**config.mk**
```make
export PLATFORM = sky130hd
export DESIGN_NAME = switch_port_fifo
export DESIGN_NICKNAME = d
export VERILOG_FILES = /design/src/rtl/switch_port_fifo.sv
export SDC_FILE = /design/constraint.sdc
export NUM_CORES = 1
export LEC_CHECK = 0
export CORE_UTILIZATION = 30
export CTS_CLUSTER_DIAMETER = 120
export DETAILED_ROUTE_END_ITERATION = 7
export DONT_BUFFER_PORTS = 1
export GPL_ROUTABILITY_DRIVEN = 0
export HOLD_SLACK_MARGIN = 0.12
export SLEW_MARGIN = 30
export SYNTH_ARGS = -nofsm -noshare
export SYNTH_HDL_FRONTEND = slang
export SYNTH_SLANG_ARGS = --single-unit
```
**constraint.sdc**
```tcl
create_clock -name clk -period 2.9 [get_ports clk]
set_input_delay 0.435 -clock clk [delete_from_list [all_inputs] [get_ports clk]]
set_output_delay 0.435 -clock clk [all_outputs]
set_load 0.05 [all_outputs]
```
**src/rtl/switch_port_fifo.sv**
```systemverilog
// Switch-port ingress FIFO: drops illegal packets, buffers legal ones in a
// circular store, and presents them through a registered valid/ready egress stage.
`timescale 1ns/1ps

module switch_port_fifo #(
    parameter int NUM_PORTS  = 4,
    parameter int DATA_W     = 8,
    parameter int FIFO_DEPTH = 4
) (
    input  logic                             clk,
    input  logic                             rst,
    input  logic                             valid_in,
    output logic                             ready_in,
    input  logic [NUM_PORTS-1:0]             source_in,
    input  logic [NUM_PORTS-1:0]             target_in,
    input  logic [DATA_W-1:0]                data_in,
    output logic                             valid_out,
    input  logic                             ready_out,
    output logic [NUM_PORTS-1:0]             source_out,
    output logic [NUM_PORTS-1:0]             target_out,
    output logic [DATA_W-1:0]                data_out,
    output logic [$clog2(FIFO_DEPTH+1)-1:0]  fifo_count,
    output logic [7:0]                       drop_count
);

    localparam int PTR_W = $clog2(FIFO_DEPTH);
    localparam int CNT_W = $clog2(FIFO_DEPTH + 1);
    localparam int PKT_W = 2 * NUM_PORTS + DATA_W;

    typedef enum logic {
        IDLE,
        SEND
    } state_e;

    state_e               state_q, state_d;
    logic [PKT_W-1:0]     mem_q [FIFO_DEPTH];
    logic [PTR_W-1:0]     wr_ptr_q, wr_ptr_d;
    logic [PTR_W-1:0]     rd_ptr_q, rd_ptr_d;
    logic [CNT_W-1:0]     count_q, count_d;
    logic [7:0]           drop_q, drop_d;
    logic [NUM_PORTS-1:0] source_q, target_q;
    logic [DATA_W-1:0]    data_q;

    logic full, empty, accept, src_onehot, legal, push, drop, pop;
    logic [PKT_W-1:0] head;

    assign full  = (count_q == CNT_W'(FIFO_DEPTH));
    assign empty = (count_q == '0);

    // Readiness looks only at stored occupancy, so a same-cycle pop never raises it.
    assign ready_in = !full && !rst;
    assign accept   = valid_in && ready_in;

    assign src_onehot = (source_in != '0) &&
                        ((source_in & (source_in - NUM_PORTS'(1))) == '0);
    assign legal = src_onehot && (target_in != '0) && ((target_in & source_in) == '0);
    assign push  = accept && legal;
    assign drop  = accept && !legal;
    assign head  = mem_q[rd_ptr_q];

    // NOTE: every output of a combinational block gets a default first, so no path can infer a latch.
    always_comb begin
        state_d = state_q;
        pop     = 1'b0;
        case (state_q)
            IDLE: begin
                if (!empty) begin
                    pop     = 1'b1;
                    state_d = SEND;
                end
            end
            SEND: begin
                if (ready_out) begin
                    if (!empty) pop = 1'b1;
                    else        state_d = IDLE;
                end
            end
            default: state_d = IDLE;
        endcase
    end

    always_comb begin
        wr_ptr_d = wr_ptr_q + PTR_W'(push);
        rd_ptr_d = rd_ptr_q + PTR_W'(pop);
        count_d  = count_q;
        case ({push, pop})
            2'b10:   count_d = count_q + CNT_W'(1);
            2'b01:   count_d = count_q - CNT_W'(1);
            default: count_d = count_q;
        endcase
        drop_d = (drop && (drop_q != 8'hFF)) ? drop_q + 8'd1 : drop_q;
    end

    // NOTE: state registers use non-blocking assignments so all flops update from pre-edge values.
    always_ff @(posedge clk or posedge rst) begin
        if (rst) begin
            state_q  <= IDLE;
            wr_ptr_q <= '0;
            rd_ptr_q <= '0;
            count_q  <= '0;
            drop_q   <= '0;
            source_q <= '0;
            target_q <= '0;
            data_q   <= '0;
        end else begin
            state_q  <= state_d;
            wr_ptr_q <= wr_ptr_d;
            rd_ptr_q <= rd_ptr_d;
            count_q  <= count_d;
            drop_q   <= drop_d;
            if (pop) {source_q, target_q, data_q} <= head;
        end
    end

    // NOTE: storage is deliberately left unreset; pointers and count decide what is valid.
    always_ff @(posedge clk) begin
        if (push) mem_q[wr_ptr_q] <= {source_in, target_in, data_in};
    end

    assign valid_out  = (state_q == SEND);
    assign source_out = source_q;
    assign target_out = target_q;
    assign data_out   = data_q;
    assign fifo_count = count_q;
    assign drop_count = drop_q;

endmodule

```
After elaboration in Yosys (flattened, before gate mapping)
Memories as Yosys holds them, arrays and structs flattened. A register that Yosys moved wholly into a read port is not among the register bits.
Cells that the tools add are included.
Word-level totals
  bits in registers: 16
  RAM bits: 64
  input bits: 20
  output and inout port bits: 29
  word-level logic and storage cells: 44
  memories kept: 1
Memory list
  mem_q: words 4, width 16, read ports 1, clocked after memory_dff 1, write ports 1, RTL line 36  | logic [PKT_W-1:0] mem_q [FIFO_DEPTH];
Operators by class
  add/subtract/negate cells: 6
  equal/unequal tests: 4
  muxes and demuxes: 8
  bitwise operators: 3
  reductions and logical operators: 17
Operator list (count)
  adder 8 x 1 -> 8 bit (second input constant): 1
  bitwise AND 4 bit: 2
  logical AND 1 bit: 8
  zero test 4 bit: 2
  != test 8 bit (second input constant): 1
  nonzero test 4 bit: 2
  case mux 3 bit (2 select lines): 1
  2-to-1 mux 1 bit: 5
  adder 2 x 1 -> 2 bit: 2
  case mux 1 bit (2 select lines): 2
  subtractor 4 x 1 -> 4 bit (second input constant): 1
  adder 3 x 1 -> 3 bit (second input constant): 1
  == test 3 bit (second input constant): 1
  zero test 1 bit: 3
  zero test 3 bit: 1
  subtractor 3 x 1 -> 3 bit (second input constant): 1
  == test 2 x 1 -> 1 bit (second input constant): 1
  == test 2 bit (second input constant): 1
  nonzero test 2 bit: 1
  inverter 1 bit: 1

Logic depth before layout (Yosys ltp)
  word-level depth: 9
  depth in mapped cells: 11
  gate-level depth less buffers: 10

Worst setup path after synthesis
No wires, ideal clock.
  kind: input to register
  start point: input source_in[3]
  end point: memory mem_q[0][0] (netlist bit) (enable)
  arrival: 2.976 ns
  data required time: 2.491 ns
  setup slack: -0.485 ns
  cell stages on the path: 6
  path buffers: 1
  cell sequence: or4b_1 > a21o_1 > a221o_2 > or2_1 > buf_6 > nor3_1
Between the ends
  longest elaborated chain between the ends: 9
  elaborated cells between the ends (all ways): 12
  classes of those cells: add/sub: 1; mux: 2; bitwise: 2; reduce/logical: 7
Ends and longest elaborated chain
  start: declaration: RTL line 14  | input logic [NUM_PORTS-1:0] source_in,
  subtractor 4 x 1 -> 4 bit: RTL line 55  | ((source_in & (source_in - NUM_PORTS'(1))) == '0);
  bitwise AND 4 bit: RTL line 55
  zero test 4 bit: RTL line 55
  logical AND 1 bit: RTL line 54  | assign src_onehot = (source_in != '0) &&
  logical AND 1 bit: RTL line 56  | assign legal = src_onehot && (target_in != '0) && ((target_in & source_in) == '0);
  logical AND 1 bit (*): RTL line 56
  logical AND 1 bit (*): RTL line 57  | assign push = accept && legal;
  2-to-1 mux 1 bit (*): RTL line 117  | if (push) mem_q[wr_ptr_q] <= {source_in, target_in, data_in};
  2-to-1 mux 1 bit (not written as such) (*): RTL line 117
  end: declaration: RTL line 36
Mark *: on every way between the ends. The rest lies on a longest branch, timed or not.

Final worst setup path
  start point: input source_in[3]
  end point: register count_q[2], in the netlist fifo_count[2]
Between the ends
  longest elaborated chain between the ends: 9
  elaborated cells between the ends (all ways): 14
  classes of those cells: add/sub: 1; eq/ne: 2; mux: 1; bitwise: 2; reduce/logical: 8
Ends and longest elaborated chain
  subtractor 4 x 1 -> 4 bit: RTL line 55
  bitwise AND 4 bit: RTL line 55
  zero test 4 bit: RTL line 55
  logical AND 1 bit: RTL line 54
  logical AND 1 bit: RTL line 56
  logical AND 1 bit (*): RTL line 56
  logical AND 1 bit (*): RTL line 57
  == test 2 x 1 -> 1 bit / == test 2 bit (equally long branches): RTL line 86  | case ({push, pop})
  case mux 3 bit (2 select lines) / nonzero test 2 bit (equally long branches)
  end signal: assignment: RTL line 109  | count_q <= count_d;
  end: declaration: RTL line 39  | logic [CNT_W-1:0] count_q, count_d;
Marks and branches as above.
A chain may end at the register's enable or synchronous reset.

==> flow_summary.yaml <==
synth:
  synth_commonest_cells: "64 x edfxtp_1, 32 x dfrtp_1, 17 x mux2_2"
  yosysWarnings: 0
  synth_ff_type: "edfxtp_1"
  synthTopCellsByArea: "edfxtp_1 51%, dfrtp_1 21%, mux4_2 9.6%, mux2_2 5.1%, xnor2_1 1.9%"
  netlist_instances: 195
  ys_ff_latch: 96
  yosys.cell_types.count: 33
  synth_most_common_cell: "edfxtp_1"
  synth_edf_count: 64
  syn_nets: 220
  synth_seq_area_share_pct: 72.8
  synth_top_area_cell: "edfxtp_1"
  async_flop_share_pct: 33.3
  netlist_area_um2: 3740
  netlist.area_leader.share_pct: 51.4
  syn_avg_cell_area_um2: 19.2
route:
  wire_per_inst_um: 17.3
  dr_total_vias: 1739
  met2_length_mm: 3.04
  wirelength_mm: 6.76
  met3_length_um: 548
  drtPass1Iterations: 5
  vias_per_cell: 4.46
  highest_layer: "met4"
  drt-initial-drc-count: 120
  ant_nets: 0
  drcViolationCount: 0
  wl_met1_mm: 3.07
timing:
  finalSetupViolCount: 0
  period_needed_ns: 2.41
  fin_setup_tns_ns: 0
  slew_viol_final: 0
  post-route-period-util_pct: 83.1
  fin_skew_ns: 0.0111
  rsz0062_at_grt: "false"
  finalHoldViolCount: 0
  relSlewSlack_pct: 43.2
  worst_pin_slew_ns: 0.851
  timing.fmax_mhz: 415
grt:
  grt_usage_pct: 11.5
  grt_max_degree: 33
  antenna_found_initial: 0
  grt_overflow: 0
  grt_pass1_vias: 1839
  grt_pass1_wl_mm: 10.5
floorplanning:
  design.core.area_um2: 12100
  initial_core_util_pct: 31.0
  io_pins: 49
  design.die.area_um2: 12900
  rows: 40
  die_h_um: 114
  fp.dieW_um: 114
clock_network:
  clock_path_buffers: 2
  clk_pin_slew_ns: 0.07
  numCtsBuffers: 9
  htree_num_levels: 3
  cts-root-buf: "clkbuf_16"
  clock_latency_ns: 0.35
  cts_sinks: 96
  cts_tree: "built"
worst_hold_path:
  holdCritPathClass: "in2reg"
power_and_ir_drop:
  irDropWorstVdd_mv: 0.432
  p_leak_uw: 0.00156
  powerDensity_nw_per_um2: 1030
  finalPower_uw: 4490
final_layout:
  syn_to_final_growth_pct: 16.5
  drive_above_1_share_pct: 32.0
  n_fill_cell: 1155
  num_antenna_cells: 0
  multi_input_area_um2: 977
  seq_area_um2: 2720
  fin_nets: 242
setup_path:
  crit_path_end_kind: "register"
  critPathMaxFanout: 8
  cp.arrival_ns: 2.61
  critical_path.startpoint_type: "input port"
  worstSetupPathType: "in2reg"
  required_ns: 3.10
place:
  hpwlAfterDp_mm: 4.51
  port_buffers: 0
status:
  outcome: "finished, final reports clean"
run:
  max_cap_viol_count: 0
-- power by group --
part / internal, µW / switching [µW] / total, µW
Sequential: 1670 / 865 / 2530
Clock: 595 / 522 / 1120
Combinational: 496 / 344 / 840
-- area by class of cell --
type,count,share of cell area (%)
clock buffers,10,5.26
clock inverters,6,1.26
inverters,8,0.690
multi-input cells,85,22.4
flip-flops and latches,96,62.5
well taps,168,4.83
repair buffers,17,2.99
-- stage by stage --
stage	area [µm²]	hold slack, ns	worst slack, ns	util (%)	instances
finish	4350	0.176	0.491	36.1	390
detailed placement	4060	0.462	0.136	33.7	373
global route	4350	0.153	0.393	36.1	390
global placement	4060	0.454	0.191	33.7	373
CTS	4350	0.162	0.493	36.1	390
floorplan	3760	0.477	0.00335	-	195
-- placed cells by master (no fill, tap or decap), types with 2 or more instances in the layout --
cell       netlist  routed
and3_1           4       4
buf_4            0      16
clkbuf_16        0       9
dfrtp_1         32      32
edfxtp_1        64      64
ha_1             4       4
inv_1            8       8
inv_6            0       2
mux2_2          17      17
mux4_2          16      16
nand2_1          3       3
nand3_1          3       3
nand4_1          3       3
nor2_1           3       2
nor3b_4          0       2
o21ai_0          2       2
xnor2_1          8       8
xor2_1           4       4
-- kinds of logic after synthesis --
logic type / Yosys count / synth area share [%]
adder cells (fa/ha/maj): 5 / 1.87
XOR/XNOR: 12 / 2.81
multiplexers: 34 / 15.0
AND/OR/NAND/NOR: 24 / 3.88
buffers and inverters: 14 / 1.64
AO/OA/AOI/OAI: 10 / 1.91
flip-flops: 96 / 72.8
-- worst max-delay path, cell delays in order --
cell     delay (ns)
or4b_1         0.51
a21o_1         0.17
a221o_2        0.43
or2_1          0.26
ha_1           0.21
inv_1          0.07
fa_1           0.17
xor2_1         0.15
nor2_1         0.06
xor2_1         0.13
-- timing repair --
action / CTS / global route
setup buffers: 0 / 0
resized for setup: 0 / 0
hold endpoints to repair: 32 / 0
hold buffers: 1 / 0
-- state kept, by name, indices dropped and copies added (netlist names) --
| name | cells |
|---|---|
| valid_out | 1 |
| drop_count | 8 |
| wr_ptr_q | 2 |
| rd_ptr_q | 2 |
| fifo_count | 3 |
| source_out | 4 |
| mem_q | 64 |
| data_out | 8 |
| target_out | 4 |
-- worst paths after layout --
check                      slack (ns)             to     startpoint  cells past startpoint
setup / recovery                 0.49  fifo_count[2]   source_in[3]                     10
hold / removal                   0.18    mem_q[3][8]   target_in[0]                      0
setup reg to reg                 0.70  fifo_count[2]  fifo_count[2]                      8
hold reg to reg                  0.56  fifo_count[0]  fifo_count[0]                      1
max in group asynchronous        1.95    data_out[0]            rst                      3
min in group asynchronous        0.64  source_out[2]            rst                      3
-- per-layer routing --
metal | track usage (%) | vias up
met5 | 0 | -
met4 | 4.74 | 0
met3 | 5.69 | 9
met2 | 16.9 | 55
met1 | 14.4 | 878
li1 | - | 797
Note: power is estimated with default switching activity, not from simulation.
